`config.mk`:
```
export PLATFORM = sky130hd
export DESIGN_NAME = risc_hex_display
export DESIGN_NICKNAME = d
export VERILOG_FILES = /design/src/rtl/risc_disp_pkg.sv /design/src/rtl/hex_to_seg.sv /design/src/rtl/risc_hex_display.sv
export SDC_FILE = /design/constraint.sdc
export NUM_CORES = 1
export LEC_CHECK = 0
export ABC_AREA = 1
export ABC_CLOCK_PERIOD_IN_PS = 2490
export CORE_ASPECT_RATIO = 1.75
export CORE_UTILIZATION = 40
export CTS_BUF_LIST = sky130_fd_sc_hd__clkbuf_2 sky130_fd_sc_hd__clkbuf_4 sky130_fd_sc_hd__clkbuf_8
export DETAILED_ROUTE_END_ITERATION = 10
export PLACE_DENSITY = 0.71
export SLEW_MARGIN = 0
export SYNTH_ARGS = -nofsm -noshare
export SYNTH_HDL_FRONTEND = slang
export SYNTH_SLANG_ARGS = --single-unit
```
`constraint.sdc`:
```
create_clock -name clock -period 2.49 [get_ports clock]
set_input_delay 0.498 -clock clock [delete_from_list [all_inputs] [get_ports clock]]
set_output_delay 0.498 -clock clock [all_outputs]
set_load 0.03 [all_outputs]
```
`src/rtl/risc_disp_pkg.sv`:
```
// ============================================================================
// Module      : risc_disp_pkg
// Description : Shared types and constants for the hex display driver: digit
//               count, scan state encoding, blank pattern and hex-to-segment
//               table (active-low, bit order {g,f,e,d,c,b,a}).
// Revision    : 1.0 - initial release
// ============================================================================
`timescale 1ns/1ps
`default_nettype none

package risc_disp_pkg;

    localparam int NDIG = 4;

    typedef enum logic [0:0] {
        BLANK = 1'b0,
        DRIVE = 1'b1
    } scan_state_t;

    localparam logic [6:0] SEG_BLANK = 7'h7F;

    // Entry 15 first, entry 0 last.
    localparam logic [15:0][6:0] HEX_SEG = {
        7'h0E, 7'h06, 7'h21, 7'h46,   // F E d C
        7'h03, 7'h08, 7'h10, 7'h00,   // b A 9 8
        7'h78, 7'h02, 7'h12, 7'h19,   // 7 6 5 4
        7'h30, 7'h24, 7'h79, 7'h40    // 3 2 1 0
    };

    function automatic int max_int(input int a, input int b);
        return (a > b) ? a : b;
    endfunction

endpackage

`default_nettype wire

```
`src/rtl/hex_to_seg.sv`:
```
// ============================================================================
// Module      : hex_to_seg
// Description : Combinational 4-bit hex digit to active-low 7-segment decoder.
// Revision    : 1.0 - initial release
// ============================================================================
`timescale 1ns/1ps
`default_nettype none

module hex_to_seg
    import risc_disp_pkg::*;
(
    input  logic [3:0] i_nibble,
    output logic [6:0] o_seg
);

    assign o_seg = HEX_SEG[i_nibble];

endmodule

`default_nettype wire

```
`src/rtl/risc_hex_display.sv`:
```
// ============================================================================
// Module      : risc_hex_display
// Description : Debounces the processor's 16-bit observation value r (a value
//               must be stable for HOLD_CYCLES clocks before it is shown) and
//               scans it as four hex digits onto an active-low multiplexed
//               7-segment display, with a blank gap before every digit. The
//               decimal point on digit 0 flags a freshly updated value for
//               the remainder of the frame.
//               Optional macro LZ_BLANK_EN: leading-zero digits stay dark.
// Revision    : 1.0 - initial release
// ============================================================================
`timescale 1ns/1ps
`default_nettype none

module risc_hex_display
    import risc_disp_pkg::*;
#(
    parameter int DIGIT_CYC   = 50000,
    parameter int BLANK_CYC   = 500,
    parameter int HOLD_CYCLES = 1000000
) (
    input  logic        clock,
    input  logic        rst,
    input  logic [15:0] r,
    output logic [3:0]  an,
    output logic [6:0]  seg,
    output logic        dp_n,
    output logic [15:0] shown,
    output logic        upd
);

    localparam int c_TIMER_W = $clog2(max_int(DIGIT_CYC, BLANK_CYC) + 1);
    localparam int c_CNT_W   = $clog2(HOLD_CYCLES + 1);
    localparam int c_DIG_W   = $clog2(NDIG);

    localparam logic [c_TIMER_W-1:0] c_BLANK_LAST = c_TIMER_W'(BLANK_CYC - 1);
    localparam logic [c_TIMER_W-1:0] c_DRIVE_LAST = c_TIMER_W'(DIGIT_CYC - 1);
    localparam logic [c_CNT_W-1:0]   c_HOLD       = c_CNT_W'(HOLD_CYCLES);
    localparam logic [c_DIG_W-1:0]   c_DIG_LAST   = c_DIG_W'(NDIG - 1);

    // Stability filter
    logic [15:0]          r_cand;
    logic [c_CNT_W-1:0]   r_cnt;

    // Scanner
    scan_state_t          r_state;
    scan_state_t          w_state_nxt;
    logic [c_TIMER_W-1:0] r_timer;
    logic [c_TIMER_W-1:0] w_timer_nxt;
    logic [c_DIG_W-1:0]   r_dig;
    logic [c_DIG_W-1:0]   w_dig_nxt;
    logic [3:0]           r_dig_val;
    logic [3:0]           w_dig_val_nxt;
    logic [3:0]           w_nibble;
    logic [6:0]           w_seg_pat;
    logic                 w_dark;

    // Freshness
    logic                 r_fresh;
    logic                 w_fresh_nxt;
    logic                 w_fresh_clr;

    // Registered output next-values
    logic [3:0]           w_an_nxt;
    logic [6:0]           w_seg_nxt;
    logic                 w_dp_n_nxt;

    assign w_nibble = shown[{r_dig, 2'b00} +: 4];

    // Track candidate value and how long it has been stable; publish it once held long enough
    always_ff @(posedge clock or negedge rst) begin
        if (!rst) begin
            r_cand <= '0;
            r_cnt  <= '0;
            shown  <= '0;
            upd    <= 1'b0;
        end else begin
            if (r != r_cand) begin
                r_cand <= r;
                r_cnt  <= c_CNT_W'(1);
            end else if (r_cnt != c_HOLD) begin
                r_cnt  <= r_cnt + c_CNT_W'(1);
            end

            if ((r_cnt == c_HOLD) && (r_cand != shown)) begin
                shown <= r_cand;
                upd   <= 1'b1;
            end else begin
                upd   <= 1'b0;
            end
        end
    end

    // Scan sequencing: blank gap, then drive one digit; digit value is frozen on entry to DRIVE
    always_comb begin
        w_state_nxt   = r_state;
        w_timer_nxt   = r_timer + c_TIMER_W'(1);
        w_dig_nxt     = r_dig;
        w_dig_val_nxt = r_dig_val;
        w_fresh_clr   = 1'b0;
        case (r_state)
            BLANK: begin
                if (r_timer == c_BLANK_LAST) begin
                    w_state_nxt   = DRIVE;
                    w_timer_nxt   = '0;
                    w_dig_val_nxt = w_nibble;
                end
            end
            DRIVE: begin
                if (r_timer == c_DRIVE_LAST) begin
                    w_state_nxt = BLANK;
                    w_timer_nxt = '0;
                    w_dig_nxt   = (r_dig == c_DIG_LAST) ? '0 : r_dig + c_DIG_W'(1);
                    w_fresh_clr = (r_dig == c_DIG_LAST);
                end
            end
            default: begin
                w_state_nxt = BLANK;
                w_timer_nxt = '0;
            end
        endcase
        // A new value arriving on the frame's final clock must still be flagged.
        if (upd) begin
            w_fresh_nxt = 1'b1;
        end else if (w_fresh_clr) begin
            w_fresh_nxt = 1'b0;
        end else begin
            w_fresh_nxt = r_fresh;
        end
    end

`ifdef LZ_BLANK_EN
    logic r_dark;
    logic w_dark_nxt;

    // Decide leading-zero darkness once per digit, from the same snapshot as the digit value
    always_comb begin
        w_dark_nxt = r_dark;
        if ((r_state == BLANK) && (w_state_nxt == DRIVE)) begin
            w_dark_nxt = (r_dig != '0) && ((shown >> {r_dig, 2'b00}) == 16'h0000);
        end
    end

    // Hold the darkness decision for the duration of the digit
    always_ff @(posedge clock or negedge rst) begin
        if (!rst) begin
            r_dark <= 1'b0;
        end else begin
            r_dark <= w_dark_nxt;
        end
    end

    assign w_dark = w_dark_nxt;
`else
    assign w_dark = 1'b0;
`endif

    hex_to_seg u_hex_to_seg (
        .i_nibble (w_dig_val_nxt),
        .o_seg    (w_seg_pat)
    );

    // Decode display pins from the upcoming state so the registered outputs line up with it
    always_comb begin
        w_an_nxt   = 4'hF;
        w_seg_nxt  = SEG_BLANK;
        w_dp_n_nxt = 1'b1;
        if (w_state_nxt == DRIVE) begin
            w_an_nxt   = w_dark ? 4'hF : ~(4'b0001 << w_dig_nxt);
            w_seg_nxt  = w_seg_pat;
            w_dp_n_nxt = !((w_dig_nxt == '0) && w_fresh_nxt);
        end
    end

    // Scanner, freshness and display output registers
    always_ff @(posedge clock or negedge rst) begin
        if (!rst) begin
            r_state   <= BLANK;
            r_timer   <= '0;
            r_dig     <= '0;
            r_dig_val <= '0;
            r_fresh   <= 1'b0;
            an        <= 4'hF;
            seg       <= SEG_BLANK;
            dp_n      <= 1'b1;
        end else begin
            r_state   <= w_state_nxt;
            r_timer   <= w_timer_nxt;
            r_dig     <= w_dig_nxt;
            r_dig_val <= w_dig_val_nxt;
            r_fresh   <= w_fresh_nxt;
            an        <= w_an_nxt;
            seg       <= w_seg_nxt;
            dp_n      <= w_dp_n_nxt;
        end
    end

endmodule

`default_nettype wire

```
Word-level counts from Yosys, hierarchy flattened:

Memory sizes are Yosys's and may differ from the RTL's.
Index checks and enable logic that the tools add are counted.
Widths: inputs -> output; s select.

* logic and storage cells: 55
* output and inout port bits: 29
* ROM bits: 112
* register bits: 89
* memories kept: 1

Memories
* (no name shown): words 16, width 7, read ports 1, clocked after memory_dff 0, wr ports 0, RTL line hex_to_seg.sv:16 `assign o_seg = HEX_SEG[i_nibble];`

* multiplexer cells: 22
* $lt $le $gt $ge: 1
* reduce and logical (&&, ||, !) cells: 5
* bitwise gates (word level): 2
* equality and inequality tests: 7
* add/subtract/negate cells: 3
* shifts and indexed selects: 2

Operator list (number)
* $mux 20: 2
* $mux 16: 2
* $ne 16x16->1: 2
* $pmux 16 s2: 1
* $add 20x1->20 const B: 1
* $eq 20x20->1 const B: 1
* $ne 20x20->1 const B: 1
* $add 16x1->16 const B: 1
* $eq 16x16->1 const B: 1
* $eq 16x9->1 const B: 1
* $shiftx 16x5->4: 1
* $mux 7: 2
* $mux 4: 3
* $mux 1: 8
* $mux 2: 3
* $lt 4x5->1 const B: 1
* $not 4->4: 1
* $shl 1x2->4 const A: 1
* $add 2x1->2 const B: 1
* $eq 2x2->1 const B: 1
* $logic_and 1x1->1: 2
* $logic_not 2->1: 1
* $pmux 1 s2: 1
* $reduce_bool 2->1: 1
* other kinds (2): 2

Logic depth before layout (Yosys ltp):

Gate-level depths: netlist of run 1.

* depth after elaboration: 8
* mapped depth: 14

Modules after synthesis:

Synthesis of run 1 repeated with hierarchy kept, for this count alone.

* cell total of the unflattened synthesis: 690
* area total of the unflattened synthesis: 5126.2 µm²

Modules (own cells, without submodules)
* risc_hex_display: area each 4845.9 µm², cells an instance 638, instances 1
* hex_to_seg: area each 280.3 µm², cells an instance 52, instances 1

Worst setup path after synthesis of run 1:

OpenSTA, ideal clock, no wires.

* kind: reg2reg
* start: register r_timer[0]
* end: register seg[5]
* setup slack: 0.618 ns
* period minus slack after synthesis: 1.872 ns
* required time: 2.430 ns
* stages on the path, launching flop included: 13
* library setup time: 0.060 ns
* buffers on the path: 0
* data arrival time: 1.812 ns
* cell sequence: dfrtp_1 ha_1 nand3_1 nor2_4 nand3_4 nand2_1 nand2_1 inv_1 ha_1 nand3_2 o21ai_1 nand2_1 nand2_1

* word-level cells in the longest chain between the ends: 6
* elaborated cells on any way between the ends: 10
* classes of those cells: eq/ne (2); mux (7); memory (1)

Ends and longest elaborated chain
* start: declaration: RTL line risc_hex_display.sv:48 `logic [c_TIMER_W-1:0] r_timer;`
* start signal: assignment: RTL line risc_hex_display.sv:188 `r_timer <= w_timer_nxt;`
* $eq 16x9->1: RTL line risc_hex_display.sv:103 `if (r_timer == c_BLANK_LAST) begin`
* $mux 4: RTL line risc_hex_display.sv:103
* $mux 4: RTL line risc_hex_display.sv:101 `case (r_state)`
* named net u_hex_to_seg.i_nibble[1]: RTL line hex_to_seg.sv:12 `input logic [3:0] i_nibble,`
* $mem_v2 16x7
* $mux 7 (not written as such): RTL line hex_to_seg.sv:16
* $mux 7: RTL line risc_hex_display.sv:168 `if (w_state_nxt == DRIVE) begin`
* named net w_seg_nxt[5]: RTL line risc_hex_display.sv:65 `logic [6:0] w_seg_nxt;`
* end signal: assignment: RTL line risc_hex_display.sv:193 `seg <= w_seg_nxt;`
* end: declaration: RTL line risc_hex_display.sv:26 `output logic [6:0] seg,`

The timed path passes the listed nets, and every way through them passes these cells. The select of a mux whose other input is x is not followed.
A chain may end at the register's enable or synchronous reset.

Worst setup path in the final report of run 1:

Same ends and word-level chain as after synthesis.

==> run_results.csv, run 1 <==
group,metric,value,unit
placed_design,gp_congestion,0.849,
synth,netlist_area,0.00492,sq mm
sta,worstMarginPinSlew,0.477,ns
sta,setup_viol_count_final,0,
worst_setup_path,r2r_slack,0.28,ns
global_routing,grt_pass1_wl,18800,um
finish,fillCellCount,1150,
route,routed.top_layer,"met4",
placed_design,numPortBuffers,46,
worst_setup_path,crit_start,"r_timer[0]",
global_routing,grt_max_degree,56,
worst_hold_path,hold_class,"input pin to asynchronous set/reset pin",
global_routing,grt_overflow_total,0,
synth,synth_common_cells,"nand2_1, inv_1, dfrtp_1, nor2_1, nand3_1",
placed_design,place_inst,809,
route,dr.pass1.iters,4,
clock_network,clk_path_buf_depth,2,
sta,max_freq,452,MHz
flow_run,maxCapViolCount,0,
finish,drive_gt1_frac,0.126,
clock_network,cts_tree,"yes",
sta,slew-limit-headroom,0.682,
finish,finish.instance_area,0.00570,sq mm
power_and_ir_drop,ir_drop,0.287,mV
die,fp-row-count,53,
route,viasPerCell,4.82,
synth,synth_nets,645,
power_and_ir_drop,power_leakage,2.67,nW
clock_network,h-tree-depth,3,
worst_setup_path,cp_max_fo,7,
clock_network,post_cts_resized,0,
clock_network,clk_latency,0.38,ns
sta,rsz0062_at_grt,"no",
finish,fin_nets,684,
synth,ys_types,41,
global_routing,grt_usage,0.190,
worst_setup_path,cp.arrival,2.53,ns
die,die_x,85.8,um
route,drtIter0Drc,127,
clock_network,cts_buffers,9,
die,die_area,0.0128,sq mm
synth,async_flop_share,1.00,
synth,synthTopCellsByArea,"dfrtp_1, nand2_1, dfstp_2",
synth,yosysTopAreaCellShare,0.392,
die,fp.dieH,149,um
worst_setup_path,worstPathRequired,2.81,ns
route,wl,11100,um
clock_network,clkSinkCount,89,
placed_design,hpwl,8670,um
synth,synth.most_common_cell,"nand2_1",
die,core,0.0120,sq mm
route,vias,3973,
synth,syn-instance-count,616,
worst_setup_path,r2r_cells,12,
global_routing,antenna_found_initial,0,
finish,final_cells,825,
synth,ys.flop_type,"dfrtp_1",
sta,min_period,2.21,ns
power_and_ir_drop,power.density,452,mW/mm^2
worst_setup_path,cp-start-kind,"flop",
placed_design,postPlaceCellArea,0.00551,sq mm
clock_network,post_cts_buffers,0,
synth,yosysTopAreaCell,"dfrtp_1",
finish,antenna_cells,0,
finish,seq_area,0.00224,sq mm
status,status,"finished clean",
clock_network,root_buffer,"clkbuf_8",
worst_setup_path,crit_type,"flop to flop",
worst_setup_path,worstReg2RegStart,"r_timer[0]",
finish,area_growth,16.0,%
route,wl_per_cell,13.5,um
global_routing,grt_pass1_vias,4134,
synth,syn_area_per_cell,7.98,sq um
finish,multiInputGateArea,0.00223,sq mm
synth,seq_area_frac_synth,0.456,
route,wl_met1,4270,um
worst_setup_path,worstReg2RegEnd,"seg[5]",
clock_network,cts_hold_buf,0,
route,drcViolationCount,0,
sta,skew,0.0167,ns
clock_network,cts.reportedPaths.clkPinSlew,0.11,ns
die,ios,47,
route,drtAntennaViolNets,0,
synth,synth_warnings,0,
sta,slew_viol_final,0,
sta,post-route-period-util,0.888,
synth,synth_edf_count,0,
worst_setup_path,end_kind,"flop",
sta,setup-tns-final,0,ns
sta,hold_violations,0,
route,route.met3.wl,272,um
die,initial_utilization,0.410,
finish,fin_util,0.475,
synth,ys_ff_latch,89,
route,dr_wl_met2,6270,um
==> power by group <==
group          internal [mW]  switching, mW
Sequential              1.46         0.0138
Clock                  0.396          0.595
Combinational         0.0496         0.0639
Total                   1.90          0.672
==> metal layers <==
layer	track usage	vias up
met1	0.194	1874
li1	-	2004
met4	0.0842	0
met3	0.0366	22
met2	0.366	73
met5	0	-
==> cell type report <==
cell class                 count  area share
timing repair buffer          49      0.0864
inverter                      88      0.0588
multi-input combinational    418       0.392
tap                          165      0.0362
clock inverter                 7      0.0123
clock buffer                   9      0.0217
sequential                    89       0.393
==> placed cells by master (no fill, tap or decap), types with 2 or more instances in the layout <==
cell type,n
o21ai_0,17
or2_2,5
nand3_1,46
nor4_1,3
nand4_1,11
xnor2_1,7
inv_8,4
nor3b_2,2
clkbuf_8,9
inv_1,80
ha_1,11
a21oi_1,14
clkdlybuf4s50_1,45
nand3_2,3
nand2_4,6
o21ai_2,7
buf_4,3
nor2_1,73
nor3_1,16
nor3b_1,11
nand2_1,147
nor2_2,3
dfstp_2,12
nand2_2,7
inv_2,7
nor2_4,4
dfrtp_1,77
xor2_1,13
inv_6,2
==> critical path, cell delays in order (launching register included) <==
cell and delay (ns):
dfrtp_1 0.39, ha_1 0.22, nand3_1 0.19, nor2_4 0.25
nand3_4 0.16, nand2_1 0.10, nand2_1 0.17, inv_1 0.18
ha_1 0.20, nand3_2 0.10, o21ai_1 0.09, nand2_1 0.06
nand2_1 0.06
==> cell families (layout without fill, tap and decap cells) <==
| group | after synthesis | count (layout) | share of synthesized area |
|---|---|---|---|
| flops | 89 | 89 | 0.456 |
| xor+xnor | 20 | 20 | 0.0356 |
| fa+ha+maj | 11 | 11 | 0.0280 |
| compound gates | 43 | 43 | 0.0509 |
| simple gates | 344 | 344 | 0.340 |
| buf+inv | 109 | 153 | 0.0898 |
==> how the worst max path moves through the flow <==
stage / to / slack [ns] / cells past startpoint
2_1_floorplan: seg[5] / 0.62 / 12
3_3_place_gp: r_cnt[15] / 0.31 / 11
3_5_place_dp: r_cnt[0] / 0.27 / 10
4_1_cts: seg[5] / 0.25 / 12
5_1_grt: seg[5] / 0.04 / 12
6_report: seg[5] / 0.28 / 12
==> stage by stage <==
step	hold WS [ns]	power, mW	setup slack [ns]
3_3_place_gp	0.444	1.61	0.306
3_5_place_dp	0.470	1.62	0.274
5_1_grt	0.0926	2.69	0.0445
6_report	0.0757	2.58	0.280
4_1_cts	0.0763	2.62	0.245
2_1_floorplan	0.202	1.55	0.618
==> sequential cells by signal (all words and copies together), names as in the netlist <==
register and count:
r_dig 2, r_timer 16, upd 1, r_dig_val 4, dp_n 1, r_cnt 20
an 4, r_cand 16, r_state 1, shown 16, seg 7, r_fresh 1
No activity file was read; power rests on OpenSTA's default activity.
==> inputs of run 2 (changes only) <==
--- a/config.mk
+++ b/config.mk
@@ -8,6 +8,7 @@
 export ABC_AREA = 1
 export ABC_CLOCK_PERIOD_IN_PS = 2490
 export CORE_ASPECT_RATIO = 1.75
+export CORE_MARGIN = 4
 export CORE_UTILIZATION = 40
 export CTS_BUF_LIST = sky130_fd_sc_hd__clkbuf_2 sky130_fd_sc_hd__clkbuf_4 sky130_fd_sc_hd__clkbuf_8
 export DETAILED_ROUTE_END_ITERATION = 10
==> run 2 against run 1 <==
Effect of this change:
- final cell count unchanged
- clock skew down 0.0040 ns
- worst hold slack better by 0.080 ns
- sequential power about the same
- global-route usage down 1.6 points
- die area up 11%
- first-iteration DRC count up 4.7%
- clock power up 4%
- largest cell class unchanged
- largest power group unchanged
==> run_results.csv, run 2 (same netlist as run 1, synthesis figures left out) <==
group,metric,value,unit
sta,hold_violations,0,
placed_design,numPortBuffers,46,
die,die_x,91.8,um
worst_setup_path,end_kind,"flop",
flow_run,maxCapViolCount,0,
power_and_ir_drop,ir_drop,0.287,mV
worst_setup_path,path_cells,"ha_1 > nand3_1 > nor2_4 > nand3_4 > nand2_1 > nand2_1 > inv_1 > ha_1 > nand3_2 > o21ai_1 > nand2_1 > nand2_1",
finish,area_growth,16.4,%
power_and_ir_drop,power_leakage,2.69,nW
die,initial_utilization,0.410,
clock_network,cts_tree,"yes",
sta,post-route-period-util,0.856,
finish,drive_gt1_frac,0.126,
die,fp.dieH,155,um
placed_design,gp_congestion,0.919,
power_and_ir_drop,power.density,457,mW/mm^2
route,wl_met1,4230,um
finish,largest-register,"r_cnt",
die,core,0.0120,sq mm
global_routing,grt_usage,0.174,
sta,worstMarginPinSlew,0.662,ns
finish,final_cells,825,
worst_setup_path,cp-start-kind,"flop",
worst_setup_path,cp_max_fo,7,
sta,timing.final.ws_setup,0.360,ns
placed_design,pre_cts_ws,0.270,ns
clock_network,root_buffer,"clkbuf_8",
finish,fin_nets,684,
sta,rsz0062_at_grt,"no",
die,fp-row-count,53,
route,wl,11700,um
route,vias,4076,
clock_network,cts.reportedPaths.clkPinSlew,0.09,ns
placed_design,hpwl,9030,um
route,dr.pass1.iters,7,
die,ios,47,
global_routing,grt_pass1_wl,19600,um
sta,max_freq,469,MHz
worst_setup_path,crit_buf_inv,1,
clock_network,h-tree-depth,3,
clock_network,post_cts_resized,0,
route,drtAntennaViolNets,0,
worst_setup_path,critPathTopFamily,"simple AND/OR/NAND/NOR gates",
worst_setup_path,worstReg2RegStart,"r_timer[0]",
sta,setup_viol_count_final,0,
clock_network,post_cts_buffers,0,
finish,layout_commonest_cell,"nand2_1",
finish,largest_reg_flops,20,
status,status,"finished clean",
route,route.met3.wl,407,um
clock_network,clk_latency,0.38,ns
route,drcViolationCount,0,
global_routing,grt_max_degree,51,
clock_network,clkSinkCount,89,
die,die_area,0.0142,sq mm
sta,slew-limit-headroom,0.559,
worst_setup_path,worstPathRequired,2.81,ns
worst_setup_path,critPathSlowestCell,"dfrtp_1",
route,drtIter0Drc,133,
worst_hold_path,hold_class,"input pin to asynchronous set/reset pin",
sta,skew,0.0126,ns
global_routing,grt_pass1_vias,4227,
sta,min_period,2.13,ns
clock_network,cts_hold_buf,0,
sta,slew_viol_final,0,
worst_setup_path,crit_start,"r_timer[0]",
clock_network,cts_buffers,9,
global_routing,antenna_found_initial,0,
route,viasPerCell,4.94,
worst_setup_path,max_stage_delay,0.38,ns
worst_setup_path,crit_type,"flop to flop",
finish,final_cell_mix,"nand2_1, inv_1, dfrtp_1, nor2_1, nand3_1",
route,dr_wl_met2,6340,um
finish,antenna_cells,0,
sta,setup-tns-final,0,ns
worst_setup_path,cp_common_cell,"nand2_1",
global_routing,grt_overflow_total,0,
route,routed.top_layer,"met4",
route,wl_per_cell,14.1,um
placed_design,place_inst,809,
clock_network,clk_path_buf_depth,2,
worst_setup_path,cp.arrival,2.45,ns
## run 2: layout make-up
| type | instances | area, sq um |
|---|---|---|
| inverter | 88 | 335 |
| sequential | 89 | 2240 |
| timing repair buffer | 49 | 505 |
| clock buffer | 13 | 160 |
| multi-input combinational | 418 | 2230 |
| tap | 165 | 206 |
| clock inverter | 3 | 40.0 |
| fill | 1146 | 6280 |
## run 2: metrics by stage
stage	hold slack [ns]	area, sq um	power [mW]	util
2_1_floorplan	0.202	4920	1.55	-
3_3_place_gp	0.444	5520	1.61	0.460
3_5_place_dp	0.453	5520	1.62	0.460
4_1_cts	0.172	5720	2.65	0.477
5_1_grt	0.206	5720	2.73	0.477
6_report	0.156	5720	2.62	0.477
## run 2: worst register-to-register path, delay by kind of cell (launching register included)
kind / cells / cell delay (ns)
buf+inv: 1 / 0.17
flops: 1 / 0.38
compound gates: 1 / 0.09
simple gates: 8 / 1.04
fa+ha+maj: 2 / 0.43
## run 2: path summary, 6_finish.rpt
path / to / slack [ns] / depth (start not counted)
worst min-delay path: r_fresh / 0.16 / 1
worst max register to register: seg[5] / 0.36 / 12
max in group asynchronous: r_cnt[13] / 1.68 / 2
worst max-delay path: seg[5] / 0.36 / 12
min in group clock: r_timer[0] / 0.47 / 1
worst min register to register: r_timer[0] / 0.47 / 1
## run 2: power breakdown
| part | internal (mW) | leakage, nW | switching, mW | total (mW) |
|---|---|---|---|---|
| clock network | 0.523 | 0.108 | 0.508 | 1.03 |
| registers | 1.46 | 1.15 | 0.0135 | 1.47 |
| logic | 0.0495 | 1.43 | 0.0657 | 0.115 |
| total | 2.03 | 2.69 | 0.587 | 2.62 |
## run 2: layer usage
metal	global-route usage	vias to the layer above
li1	-	2002
met1	0.176	1936
met2	0.321	98
met3	0.0277	40
met4	0.119	0
met5	0	-
==> patch 1 (flow settings as in run 2) <==
The parameter `DIGIT_CYC` goes from 50000 to 100000.
--- a/src/rtl/risc_hex_display.sv
+++ b/src/rtl/risc_hex_display.sv
@@ -15,7 +15,7 @@
 module risc_hex_display
     import risc_disp_pkg::*;
 #(
-    parameter int DIGIT_CYC   = 50000,
+    parameter int DIGIT_CYC   = 100000,
     parameter int BLANK_CYC   = 500,
     parameter int HOLD_CYCLES = 1000000
 ) (
Function: same outputs for any inputs over 10 cycles, from zero or initial values and one cycle with rst low; that may be too few to reach the edited logic, so the function may still have changed.
==> patch 1 against run 2 <==
- core utilization grew 0.37 points
- routed wire length shrank 6.2%
- sequential share of layout area grew 1.1 points
- sequential cell count grew 1
- area after synthesis shrank 1.8%
- non-clock buffer count grew 1
- first-iteration DRC count grew 18%
- global-route usage shrank 0.83 points
- design area shrank 1.7%
- worst setup slack lost 0.094 ns
- die area shrank 1.6%
- total power grew 5.4%
- largest cell class unchanged
==> patch 1: results (changes against run 2) <==
* Clock buffers and inverters, area share at 4.22% (+0.73 points)
* Wire length on met3 at 350 µm (-14%)
* Int Pwr at 2150 µW (+6.0%)
* DRT Wirelength at 10.9 mm (-6.2%)
* GRT Util Overall at 16.6% (-0.83 points)
* Critical path arrival at 2.53 ns (+0.08 ns)
* Xor/xnor share of the synthesized area at 5.80% (+2.2 points)
* Register area share after synthesis at 46.9% (+1.3 points)
* Grt met2 use at 31.1% (-1.0 points)
* Routed vias/inst at 5.05 (+2.1%)
* Synth cell types at 37 (-9.8%)
* Cell Area, Placed at 5390 µm² (-2.4%)
* Slew @ Worst Pin at 0.655 ns (-0.00659 ns)
* Placed insts at 773 (-4.4%)
* Nonclk buf count at 50 (+2.0%)
* DRT Pass-1 Iters at 4 (-3)
* Drt initial violations at 157 (+18%)
* Net Switching at 607 µW (+3.3%)
* Buffer share of cell area at 8.89% (+0.060 points)
* Routed wl met2 at 6.17 mm (-2.7%)
* Clock Buffer Count at 11 (-2)
* CTS buffer count at 9 (unchanged)
* Lkg Pwr at 0.00263 µW (-2.0%)
* Met1 Wirelength at 4.15 mm (-1.9%)
* Post-synthesis mux area share at 0% (unchanged)
* DP Wirelength at 8.41 mm (-6.9%)
* First-pass GRT wire length at 18.9 mm (-3.7%)
* Post-Syn Nets at 641 (-0.62%)
* Commonest cells post-synth: 152 x nand2_1, 78 x dfrtp_1, 72 x nor2_1
* Met1 Resource Use GR at 18.0% (+0.39 points)
* IO buf count at 46 (unchanged)
* CP peak stage delay at 0.40 ns (+0.02 ns)
* Post-synthesis compound-gate area fraction at 3.37% (-1.7 points)
* Fillers at 1,143 (-0.26%)
* Final #Nets at 678 (-0.88%)
* Inverters at 76 (-14%)
* Clock tree sinks at 90 (+1.1%)
* Outcome: finished, final reports clean
* Fin cells at 789 (-4.4%)
* Pin count of the biggest net entering global routing at 50 (-2.0%)
* Routability cong. at 0.838 (-8.8%)
* Max VDD drop at 0.000354 V (+24%)
* Clock Skews at 0.0168 ns (+0.00423 ns)
* Register share of total power at 54.1% (-2.1 points)
* Top cells by area, synth: dfrtp_1 40%, nand2_1 12%, dfstp_2 6.5%
* Area taken by multi-input logic gates at 2170 µm² (-3.0%)
* Clock Power at 1160 µW (+13%)
* Vias in the first global route at 4,010 (-5.1%)
* Layout cells sized above 1 at 10.1% (-2.5 points)
==> patch 1: changes by cell type after synthesis, sizes merged, moves of 3 or more <==
| cell | run 2 | this run |
|---|---|---|
| nand3 | 50 | 64 |
| inv | 88 | 75 |
| xnor2 | 7 | 24 |
| xor2 | 13 | 8 |
| buf | 5 | 8 |
| o21ai | 25 | 12 |
| nor3b | 13 | 5 |
==> patch 1: path summary, 6_finish.rpt <==
check | startpoint | end | slack [ns] | depth (start not counted)
min in group clock | upd$_DFF_PN0_ | r_fresh$_DFF_PN0_ | 0.49 | 2
hold reg to reg | upd$_DFF_PN0_ | r_fresh$_DFF_PN0_ | 0.49 | 2
hold / removal | rst | r_timer[10]$_DFF_PN0_ | 0.15 | 1
setup reg to reg | r_timer[0]$_DFF_PN0_ | seg[5]$_DFF_PN1_ | 0.27 | 11
setup / recovery | r_timer[0]$_DFF_PN0_ | seg[5]$_DFF_PN1_ | 0.27 | 11
max in group asynchronous | rst | seg[3]$_DFF_PN1_ | 1.61 | 2
==> patch 2 (flow settings as in run 2) <==
Without the edit above. Add an input register stage for `r`, cleared by the reset; this delays it by one clock.
--- a/src/rtl/risc_hex_display.sv
+++ b/src/rtl/risc_hex_display.sv
@@ -38,6 +38,16 @@
     localparam logic [c_CNT_W-1:0]   c_HOLD       = c_CNT_W'(HOLD_CYCLES);
     localparam logic [c_DIG_W-1:0]   c_DIG_LAST   = c_DIG_W'(NDIG - 1);
 
+    logic [15:0] r_q;
+
+    always_ff @(posedge clock or negedge rst) begin
+        if (!rst) begin
+            r_q <= '0;
+        end else begin
+            r_q <= r;
+        end
+    end
+
     // Stability filter
     logic [15:0]          r_cand;
     logic [c_CNT_W-1:0]   r_cnt;
@@ -75,8 +85,8 @@
             shown  <= '0;
             upd    <= 1'b0;
         end else begin
-            if (r != r_cand) begin
-                r_cand <= r;
+            if (r_q != r_cand) begin
+                r_cand <= r_q;
                 r_cnt  <= c_CNT_W'(1);
             end else if (r_cnt != c_HOLD) begin
                 r_cnt  <= r_cnt + c_CNT_W'(1);
Function: same outputs for any inputs over 10 cycles, from zero or initial values and one cycle with rst low; that may be too few to reach the edited logic, so the function may still have changed.
==> patch 2 against run 2 <==
- total power is 11% higher
- design area is 5.4% higher
- sequential cell count is 16 higher
- clock skew is 0.0018 ns higher
- combinational power is 9% lower
- highest routed layer unchanged
- area after synthesis is 6.5% higher
- global-route usage is 0.62 points lower
- hold slack worse by 0.11 ns
- maximum frequency is 0.35% higher
- routed wire length is 1.1% higher
- non-clock buffer count stayed put
- worst setup slack better by 0.0075 ns
==> patch 2: results (changes against run 2) <==
* Outcome: finished, final reports clean
* IO buf count at 46 (unchanged)
* Post-Syn Nets at 657 (+1.9%)
* Max VDD drop at 0.000318 V (+11%)
* DRT Pass-1 Iters at 4 (-3)
* CTS buffer count at 9 (unchanged)
* Layout cells sized above 1 at 11.5% (-1.1 points)
* DRT Wirelength at 11.8 mm (+1.1%)
* Drt initial violations at 276 (+110%)
* Worst r2r path cells at 13 (+1)
* Commonest cells post-synth: 142 x nand2_1, 93 x dfrtp_1, 75 x inv_1
* Top cells by area, synth: dfrtp_1 44%, nand2_1 10%, dfstp_2 6.0%
* Worst skew pair latency at roughly 0.37 ns
* Register area share after synthesis at 50.5% (+4.9 points)
* N_diodes at 0 (unchanged)
* Routed vias/inst at 4.97 (+0.67%)
* Slew @ Worst Pin at 0.497 ns (-0.165 ns)
* CP max FO at 13 (+6)
* Synth cell types at 38 (-7.3%)
* DP Wirelength at 9.19 mm (+1.7%)
* Vias in the first global route at 4,361 (+3.2%)
* Pin count of the biggest net entering global routing at 44 (-14%)
* Max reg flops at 20 (unchanged)
* Post-cts sizing count at 0 (unchanged)
* CP peak stage delay at 0.61 ns (+0.23 ns)
* Lkg Pwr at 0.00272 µW (+1.3%)
* First-pass GRT wire length at 20.2 mm (+3.2%)
* Final #Nets at 695 (+1.6%)
* Slowest CP cell: dfrtp_1
* Clk slew on worst S/H paths at 0.10 ns
* Clock Skews at 0.0144 ns (+0.00178 ns)
* Setup bufs post-CTS at 0 (unchanged)
* GRT Util Overall at 16.8% (-0.62 points)
* Fillers at 1,255 (+9.5%)
* CTS HTree Levels at 3 (unchanged)
* Routability cong. at 0.944 (+2.7%)
[patch 2: worst reg2reg max path, cell delays in order (launching register included)]
cell,delay (ns)
dfrtp_1,0.61
inv_2,0.16
nand2_1,0.09
nand3_1,0.09
nand2_1,0.08
inv_1,0.06
nand3_1,0.08
nand2_1,0.17
inv_1,0.17
ha_1,0.19
nand3_1,0.14
nand2_1,0.10
nand2_1,0.05
nand3_1,0.08
[patch 2: layout make-up]
type                       count  area [µm²]  share of cell area (%)
timing repair buffer          49         493                    8.17
clock inverter                 5        56.3                   0.934
multi-input combinational    417        2170                    36.0
tap                          171         214                    3.55
clock buffer                  11         139                    2.30
sequential                   105        2640                    43.8
inverter                      84         318                    5.27
[patch 2: path summary, 6_finish.rpt]
kind	start	end	slack, ns
min in group clock	r_q[8]$_DFF_PN0_	r_cand[8]$_DFFE_PN0N_	0.40
worst max-delay path	r_dig[0]$_DFF_PN0_	seg[3]$_DFF_PN1_	0.37
max in group asynchronous	rst	seg[5]$_DFF_PN1_	1.82
worst max register to register	r_dig[0]$_DFF_PN0_	seg[3]$_DFF_PN1_	0.37
worst min-delay path	rst	shown[13]$_DFFE_PN0P_	0.04
worst min register to register	r_q[8]$_DFF_PN0_	r_cand[8]$_DFFE_PN0N_	0.40
[patch 2: report_power, final]
group	switching (µW)	internal [µW]	total (µW)
Clock	566	486	1050
Sequential	27.6	1730	1760
Combinational	53.5	51.9	105
[patch 2: kinds of logic after synthesis]
| group | share of synthesized area, % |
|---|---|
| adders and majority gates | 2.63 |
| DFF | 50.5 |
| buffers and inverters | 8.12 |
| and+or+nand+nor | 30.6 |
| AOI/OAI and AO/OA | 3.82 |
| xor gates and xnor gates | 4.35 |
[patch 2: stage by stage]
step / cells / instance area, µm² / hold slack (ns) / worst slack (ns) / utilization [%]
global route: 842 / 6030 / 0.0475 / 0.115 / 46.9
floorplan: 628 / 5240 / 0.202 / 0.676 / -
CTS: 842 / 6030 / 0.0391 / 0.374 / 46.9
detailed placement: 826 / 5840 / 0.383 / 0.387 / 45.3
finish: 842 / 6030 / 0.0436 / 0.367 / 46.9
global placement: 826 / 5840 / 0.378 / 0.428 / 45.3
[patch 2: routing by layer]
metal  global-route usage, %  wire [µm]  up-vias
met5                       0          0        -
met4                    6.04        270        0
met3                    2.84        367       21
met2                    31.7       6700       82
met1                    18.2       4440     2024
li1                        -          -     2061
